===== config.mk =====
export PLATFORM = sky130hd
export DESIGN_NAME = fetch_stage_reg
export DESIGN_NICKNAME = d
export VERILOG_FILES = /design/src/rtl/fetch_stage_reg.sv
export SDC_FILE = /design/constraint.sdc
export NUM_CORES = 1
export LEC_CHECK = 0
export BUFFER_PORTS_ARGS = -buffer_cell sky130_fd_sc_hd__buf_2
export CAP_MARGIN = 25
export CORE_ASPECT_RATIO = 2
export CORE_MARGIN = 2
export CORE_UTILIZATION = 50
export CTS_CLUSTER_DIAMETER = 40
export DETAILED_ROUTE_END_ITERATION = 6
export PLACE_DENSITY = 0.73
export SETUP_SLACK_MARGIN = 0.4
export SYNTH_ARGS = -nofsm -noshare
export SYNTH_HDL_FRONTEND = slang
export SYNTH_SLANG_ARGS = --single-unit
export TNS_END_PERCENT = 10

===== constraint.sdc =====
create_clock -name clock -period 5.53 [get_ports clock]
set_input_delay 0.2765 -clock clock [delete_from_list [all_inputs] [get_ports clock]]
set_output_delay 0.2765 -clock clock [all_outputs]
set_load 0.05 [all_outputs]

===== src/rtl/fetch_stage_reg.sv =====
// Fetch-to-decode pipeline register with stall/flush, a debug run/halt/step
// controller and a PC history ring readable by the debug unit.
module fetch_stage_reg #(
  parameter int unsigned PC_W    = 8,
  parameter int unsigned INSTR_W = 32,
  parameter int unsigned DEPTH   = 8,
  parameter int unsigned HIST_AW = 3
) (
  input  logic               clock,
  input  logic               reset,
  input  logic               debugReset,
  input  logic               debugMode,
  input  logic               debugStep,
  input  logic [7:0]         debugStepCount,
  input  logic               notEnable,
  input  logic               flush,
  input  logic               validIn,
  input  logic [PC_W-1:0]    pc,
  input  logic [INSTR_W-1:0] instr,
  output logic [PC_W-1:0]    pcOut,
  output logic [INSTR_W-1:0] instrOut,
  output logic               validOut,
  output logic               halted,
  input  logic [HIST_AW-1:0] histAddr,
  output logic [PC_W-1:0]    histPc,
  output logic [HIST_AW:0]   histCount
);

  localparam int unsigned CNT_W = 8;
  localparam logic [HIST_AW:0] HIST_FULL = (HIST_AW+1)'(DEPTH);

  typedef enum logic [1:0] {
    ST_RUN  = 2'd0,
    ST_HALT = 2'd1,
    ST_STEP = 2'd2
  } state_t;

  state_t             state_q, state_d;
  logic [CNT_W-1:0]   cnt_q, cnt_d;
  logic               adv_c;
  logic               hist_we_c;

  logic [PC_W-1:0]    hist_q [DEPTH];
  logic [HIST_AW-1:0] wrptr_q;
  logic [HIST_AW-1:0] rd_idx_c;

  assign adv_c     = ((state_q == ST_RUN) || (state_q == ST_STEP)) && !notEnable;
  assign hist_we_c = adv_c && validIn && !flush && !debugReset;

  // Debug controller next state; a flushed cycle never consumes a step.
  always_comb begin
    state_d = state_q;
    cnt_d   = cnt_q;
    if (debugReset) begin
      state_d = debugMode ? ST_HALT : ST_RUN;
      cnt_d   = '0;
    end else begin
      case (state_q)
        ST_RUN: begin
          if (debugMode) state_d = ST_HALT;
        end
        ST_HALT: begin
          if (!debugMode) begin
            state_d = ST_RUN;
          end else if (debugStep) begin
            state_d = ST_STEP;
            cnt_d   = (debugStepCount == 8'd0) ? 8'd1 : debugStepCount;
          end
        end
        ST_STEP: begin
          if (!debugMode) begin
            state_d = ST_RUN;
            cnt_d   = '0;
          end else if (adv_c && !flush) begin
            cnt_d = cnt_q - CNT_W'(1);
            if (cnt_q <= CNT_W'(1)) state_d = ST_HALT;
          end
        end
        default: begin
          state_d = ST_RUN;
          cnt_d   = '0;
        end
      endcase
    end
  end

  always_ff @(negedge clock or posedge reset) begin
    if (reset) begin
      state_q <= ST_RUN;
      cnt_q   <= '0;
      halted  <= 1'b0;
    end else begin
      state_q <= state_d;
      cnt_q   <= cnt_d;
      halted  <= (state_d == ST_HALT);
    end
  end

  // Pipeline register: debugReset > flush > advance > hold.
  always_ff @(negedge clock or posedge reset) begin
    if (reset) begin
      pcOut    <= '0;
      instrOut <= '0;
      validOut <= 1'b0;
    end else if (debugReset || flush) begin
      pcOut    <= '0;
      instrOut <= '0;
      validOut <= 1'b0;
    end else if (adv_c) begin
      pcOut    <= pc;
      instrOut <= instr;
      validOut <= validIn;
    end
  end

  // History ring; the pointer wraps naturally since DEPTH == 2**HIST_AW.
  always_ff @(negedge clock or posedge reset) begin
    if (reset) begin
      wrptr_q   <= '0;
      histCount <= '0;
      for (int i = 0; i < int'(DEPTH); i++) hist_q[i] <= '0;
    end else if (debugReset) begin
      wrptr_q   <= '0;
      histCount <= '0;
      for (int i = 0; i < int'(DEPTH); i++) hist_q[i] <= '0;
    end else if (hist_we_c) begin
      hist_q[wrptr_q] <= pc;
      wrptr_q         <= wrptr_q + HIST_AW'(1);
      if (histCount != HIST_FULL) histCount <= histCount + (HIST_AW+1)'(1);
    end
  end

  assign rd_idx_c = wrptr_q - HIST_AW'(1) - histAddr;
  assign histPc   = ({1'b0, histAddr} < histCount) ? hist_q[rd_idx_c] : '0;

endmodule


Word-level counts from Yosys, hierarchy flattened
Cells that the tools add are included.

Bitwise gates (word level): 2. Divide/modulo/power cells: 0. $lt $le $gt $ge: 5. Eq/ne operators: 8. Reduce and logical (&&, ||, !) cells: 18. Multiplexer cells: 36. Shift-type cells: 0. Multipliers: 0. $add $sub $neg: 5.

Operators with widths (count): $mux W64 (2); $mux W8 (12); $bwmux W64 (1); $mux W32 (2); $bmux W8 S3 (1); $demux W8 S3 (1); $pmux W8 S3 (1); $mux W2 (7); $mux W4 (3); $ge A4 B4 Y1 const B (2); $le A8 B1 Y1 const B (1); $logic_not A8 Y1 (1); $not A3 Y4 (2); $sub A8 B1 Y8 const B (1); $logic_and A1 B1 Y1 (6); $mux W3 (2); $ne A3 B3 Y1 const B (2); $pmux W2 S3 (1); $reduce_bool A2 Y1 (3); $add A4 B1 Y4 const B (1); $eq A2 B1 Y1 const B (2); $lt A3 B4 Y1 (1); $lt A4 B1 Y1 const B (1); $ne A4 B3 Y1 const B (1); other kinds (12) (17).

RAM bits: 0. Output and inout port bits: 54. Memories kept: 0. ROM bits: 0. Flip-flop bits (word level): 123. Latch bits: 0.

Depth between registers and ports, before layout
Depth after elaboration: 9. Depth in mapped cells: 9.

==> results.py <==
metrics = {
    "clock_network": {
        "hold_buffers": 0,
        "cts_sinks": 123,
        "clock_latency_ps": 390,
        "cts_buffers": 17,
        "htreeDepth": 4,
        "cts.path.max_buffers": 2,
        "path_clk_slew_ps": 40,
        "cts_tree": "yes",
        "root_buffer": "clkbuf_16",
    },
    "synth": {
        "synth_ff_type": "dfrtn_1",
        "yosys_warnings": 0,
        "synth_edf_count": 0,
        "synth_cell_type_count": 49,
        "ys_seq_area_share_pct": 51.3,
        "postSynth.asyncResetShare_pct": 100,
        "synth.avg_cell_area_sq_um": 11.9,
        "netlist_area_sq_mm": 0.00599,
        "ys_ff_latch": 123,
        "yosys.area.top_type": "dfrtn_1",
        "synth_common_cells": "123 x dfrtn_1, 79 x nor2_1, 72 x mux2i_1",
        "synthTopCellsByArea": "dfrtn_1 51%, mux2i_1 12%, mux4_2 6.0%",
        "synth_most_common_cell": "dfrtn_1",
        "synth_top_area_share_pct": 51.3,
        "syn_inst": 503,
        "syn_nets": 575,
    },
    "finish": {
        "n_antenna_cell": 0,
        "fin_util_pct": 62.6,
        "fin_nets": 684,
        "area_delta_synth_final_pct": 22.3,
        "drive_gt1_share_pct": 30.9,
    },
    "worst_setup_path": {
        "r2r_start": "state_q[1]$_DFF_NP0_",
        "critical_path_class": "flop to output pin",
        "ff2ff_setup_slack_ps": 3000,
        "path_cells": "ha_1, inv_1, fa_1, buf_12, mux4_2, mux2i_1, a21oi_1, buf_4",
        "reg2reg_to": "hist_q[36]$_DFFE_NP0P_",
        "cp_slowest_stage_delay_ps": 530,
        "critPathArrivalTime_ps": 5430,
        "crit_slowest_cell": "fa_1",
        "reg2reg_depth": 5,
        "cp_num_buf_inv": 3,
        "end_kind": "output pin",
        "worstSetupStartpointType": "flop",
        "crit_required_ps": 5250,
        "path_delay_family": "adder cells",
        "critPathMaxFanout": 12,
    },
    "sta": {
        "finalHoldViolations": 0,
        "rsz0062_at_grt": "yes",
        "worst_slack_ps": -179,
        "fin_skew_ps": 8.22,
        "worstMarginPinSlew_ps": 729,
        "final-max-slew-violation-count": 0,
        "slew_headroom_pct": 51.4,
        "setup_viol": 8,
    },
    "detailed_routing": {
        "drc": 0,
        "drt_first_pass_iters": 5,
        "viasPerCell": 5.82,
        "ant_nets": 0,
        "wl_per_cell_um": 19.5,
        "vias": 4484,
        "dr.first_iter.drc_count": 246,
        "wl_um": 15000,
    },
    "placement": {
        "dp_slack_ps": 183,
        "io_buffers": 112,
        "hpwl_um": 10300,
        "gp_congestion": 0.843,
    },
    "job": {
        "max-cap-violations": 0,
    },
    "global_routing": {
        "grt_pass1_vias": 4694,
        "antenna_found_initial": 0,
        "grt_max_degree": 124,
        "overflow": 0,
        "grt_pass1_wl_um": 24100,
        "grt_use_total_pct": 24.6,
    },
    "hold_path": {
        "min_to": "pcOut[3]$_DFFE_NP0P_",
        "hp-class": "flop to flop",
        "hold_start": "pcOut[3]$_DFFE_NP0P_",
        "min_delay_path_depth": 1,
    },
    "floorplanning": {
        "core_area_sq_mm": 0.0117,
        "die_w_um": 81.4,
        "initial_core_util_pct": 51.2,
        "ios": 113,
        "die_area_sq_mm": 0.0129,
        "fp.dieH_um": 159,
        "rows": 56,
    },
    "power": {
        "p_per_area_mw_per_mm2": 313,
        "leakage_nw": 3.71,
        "power_mw": 2.30,
        "irDropWorstVdd_uv": 229,
    },
    "status": {
        "status": "finished, violations left",
        "violations": "negative setup slack",
    },
}
[cell type report]
class                           instances  area [sq um]
Clock inverter                         12           135
Tap cell                              145           181
Inverter                               14          56.3
Sequential cell                       123          3080
Fill cell                             910          4370
Timing Repair Buffer                  128           726
Clock buffer                           20           457
Multi-Input combinational cell        328          2700
[registers in the layout (all words and copies together), names as in the netlist]
register and count:
cnt_q 8, halted 1, histCount 4, hist_q 64, instrOut 32, pcOut 8
state_q 2, validOut 1, wrptr_q 3
[kinds of logic after synthesis]
logic type / count (synthesis) / synth area share [%]
compound gates: 93 / 11.9
simple gates: 127 / 10.5
xor+xnor: 7 / 1.15
mux: 88 / 18.0
buf+inv: 52 / 4.22
fa+ha+maj: 13 / 2.84
flops: 123 / 51.3
[per-layer routing]
metal	vias up	wire (um)	GRT usage [%]
li1	2034	-	-
met5	-	0	0
met1	2237	5470	28.5
met4	0	673	13.9
met3	43	696	5.06
met2	170	8140	41.1
[report_power, final]
group	switching, mW	internal, mW
clock network	0.413	0.691
logic	0.170	0.0851
registers	0.0129	0.925
[metrics by stage]
stage                     hold slack (ps)  instances  instance area, sq um  TNS (ps)
after CTS                             450        769                  7320     -1080
after floorplan                       430        503                  6000     -76.8
final                                 446        770                  7330     -1020
after detailed placement              446        733                  6670         0
after global placement                444        733                  6670         0
after global routing                  463        770                  7330     -1630
[worst max path at each step]
stage / startpoint / to / slack (ps) / cells after the start
final: wrptr_q[0]$_DFFE_NP0P_ / histPc[4] / -180 / 8
after global routing: wrptr_q[0]$_DFFE_NP0P_ / histPc[4] / -240 / 8
after CTS: wrptr_q[0]$_DFFE_NP0P_ / histPc[4] / -180 / 8
after detailed placement: wrptr_q[0]$_DFFE_NP0P_ / histPc[0] / 180 / 8
after global placement: wrptr_q[0]$_DFFE_NP0P_ / histPc[7] / 220 / 8
after floorplan: wrptr_q[0]$_DFFE_NP0P_ / histPc[6] / -50 / 8
[layout by cell type (no fill, tap or decap), drive strengths merged, types with 2 or more instances in the layout]
| cell type | netlist | final |
|---|---|---|
| nand2b | 3 | 3 |
| a211oi | 2 | 2 |
| o21ba | 2 | 2 |
| a22oi | 2 | 2 |
| o2bb2ai | 6 | 6 |
| dfrtn | 123 | 123 |
| mux2i | 72 | 72 |
| or4 | 2 | 2 |
| nor2b | 5 | 5 |
| a32oi | 2 | 2 |
| buf | 25 | 128 |
| bufinv | 0 | 2 |
| a22o | 41 | 41 |
| xnor2 | 5 | 5 |
| nand3 | 5 | 5 |
| nor3 | 6 | 6 |
| nor4 | 3 | 3 |
| o211ai | 2 | 2 |
| nor4b | 5 | 5 |
| inv | 14 | 17 |
| a21oi | 17 | 17 |
| clkinv | 0 | 2 |
| and2 | 3 | 3 |
| nor2 | 79 | 79 |
| nand4 | 6 | 6 |
| ha | 12 | 12 |
| clkbuf | 13 | 20 |
| o22ai | 2 | 2 |
| mux4 | 16 | 16 |
| nand2 | 6 | 6 |
| a21o | 3 | 3 |
| clkinvlp | 0 | 5 |
| o21ai | 9 | 9 |
| xor2 | 2 | 2 |
[what timing repair did]
action / 4_1_cts / 5_1_grt
hold endpoints to repair: 0 / 0
resized for setup: 9 / 0
setup buffers: 4 / 1
pin swaps: 0 / 0
setup endpoints to repair: 8 / 8
No activity file was read; power rests on OpenSTA's default activity.
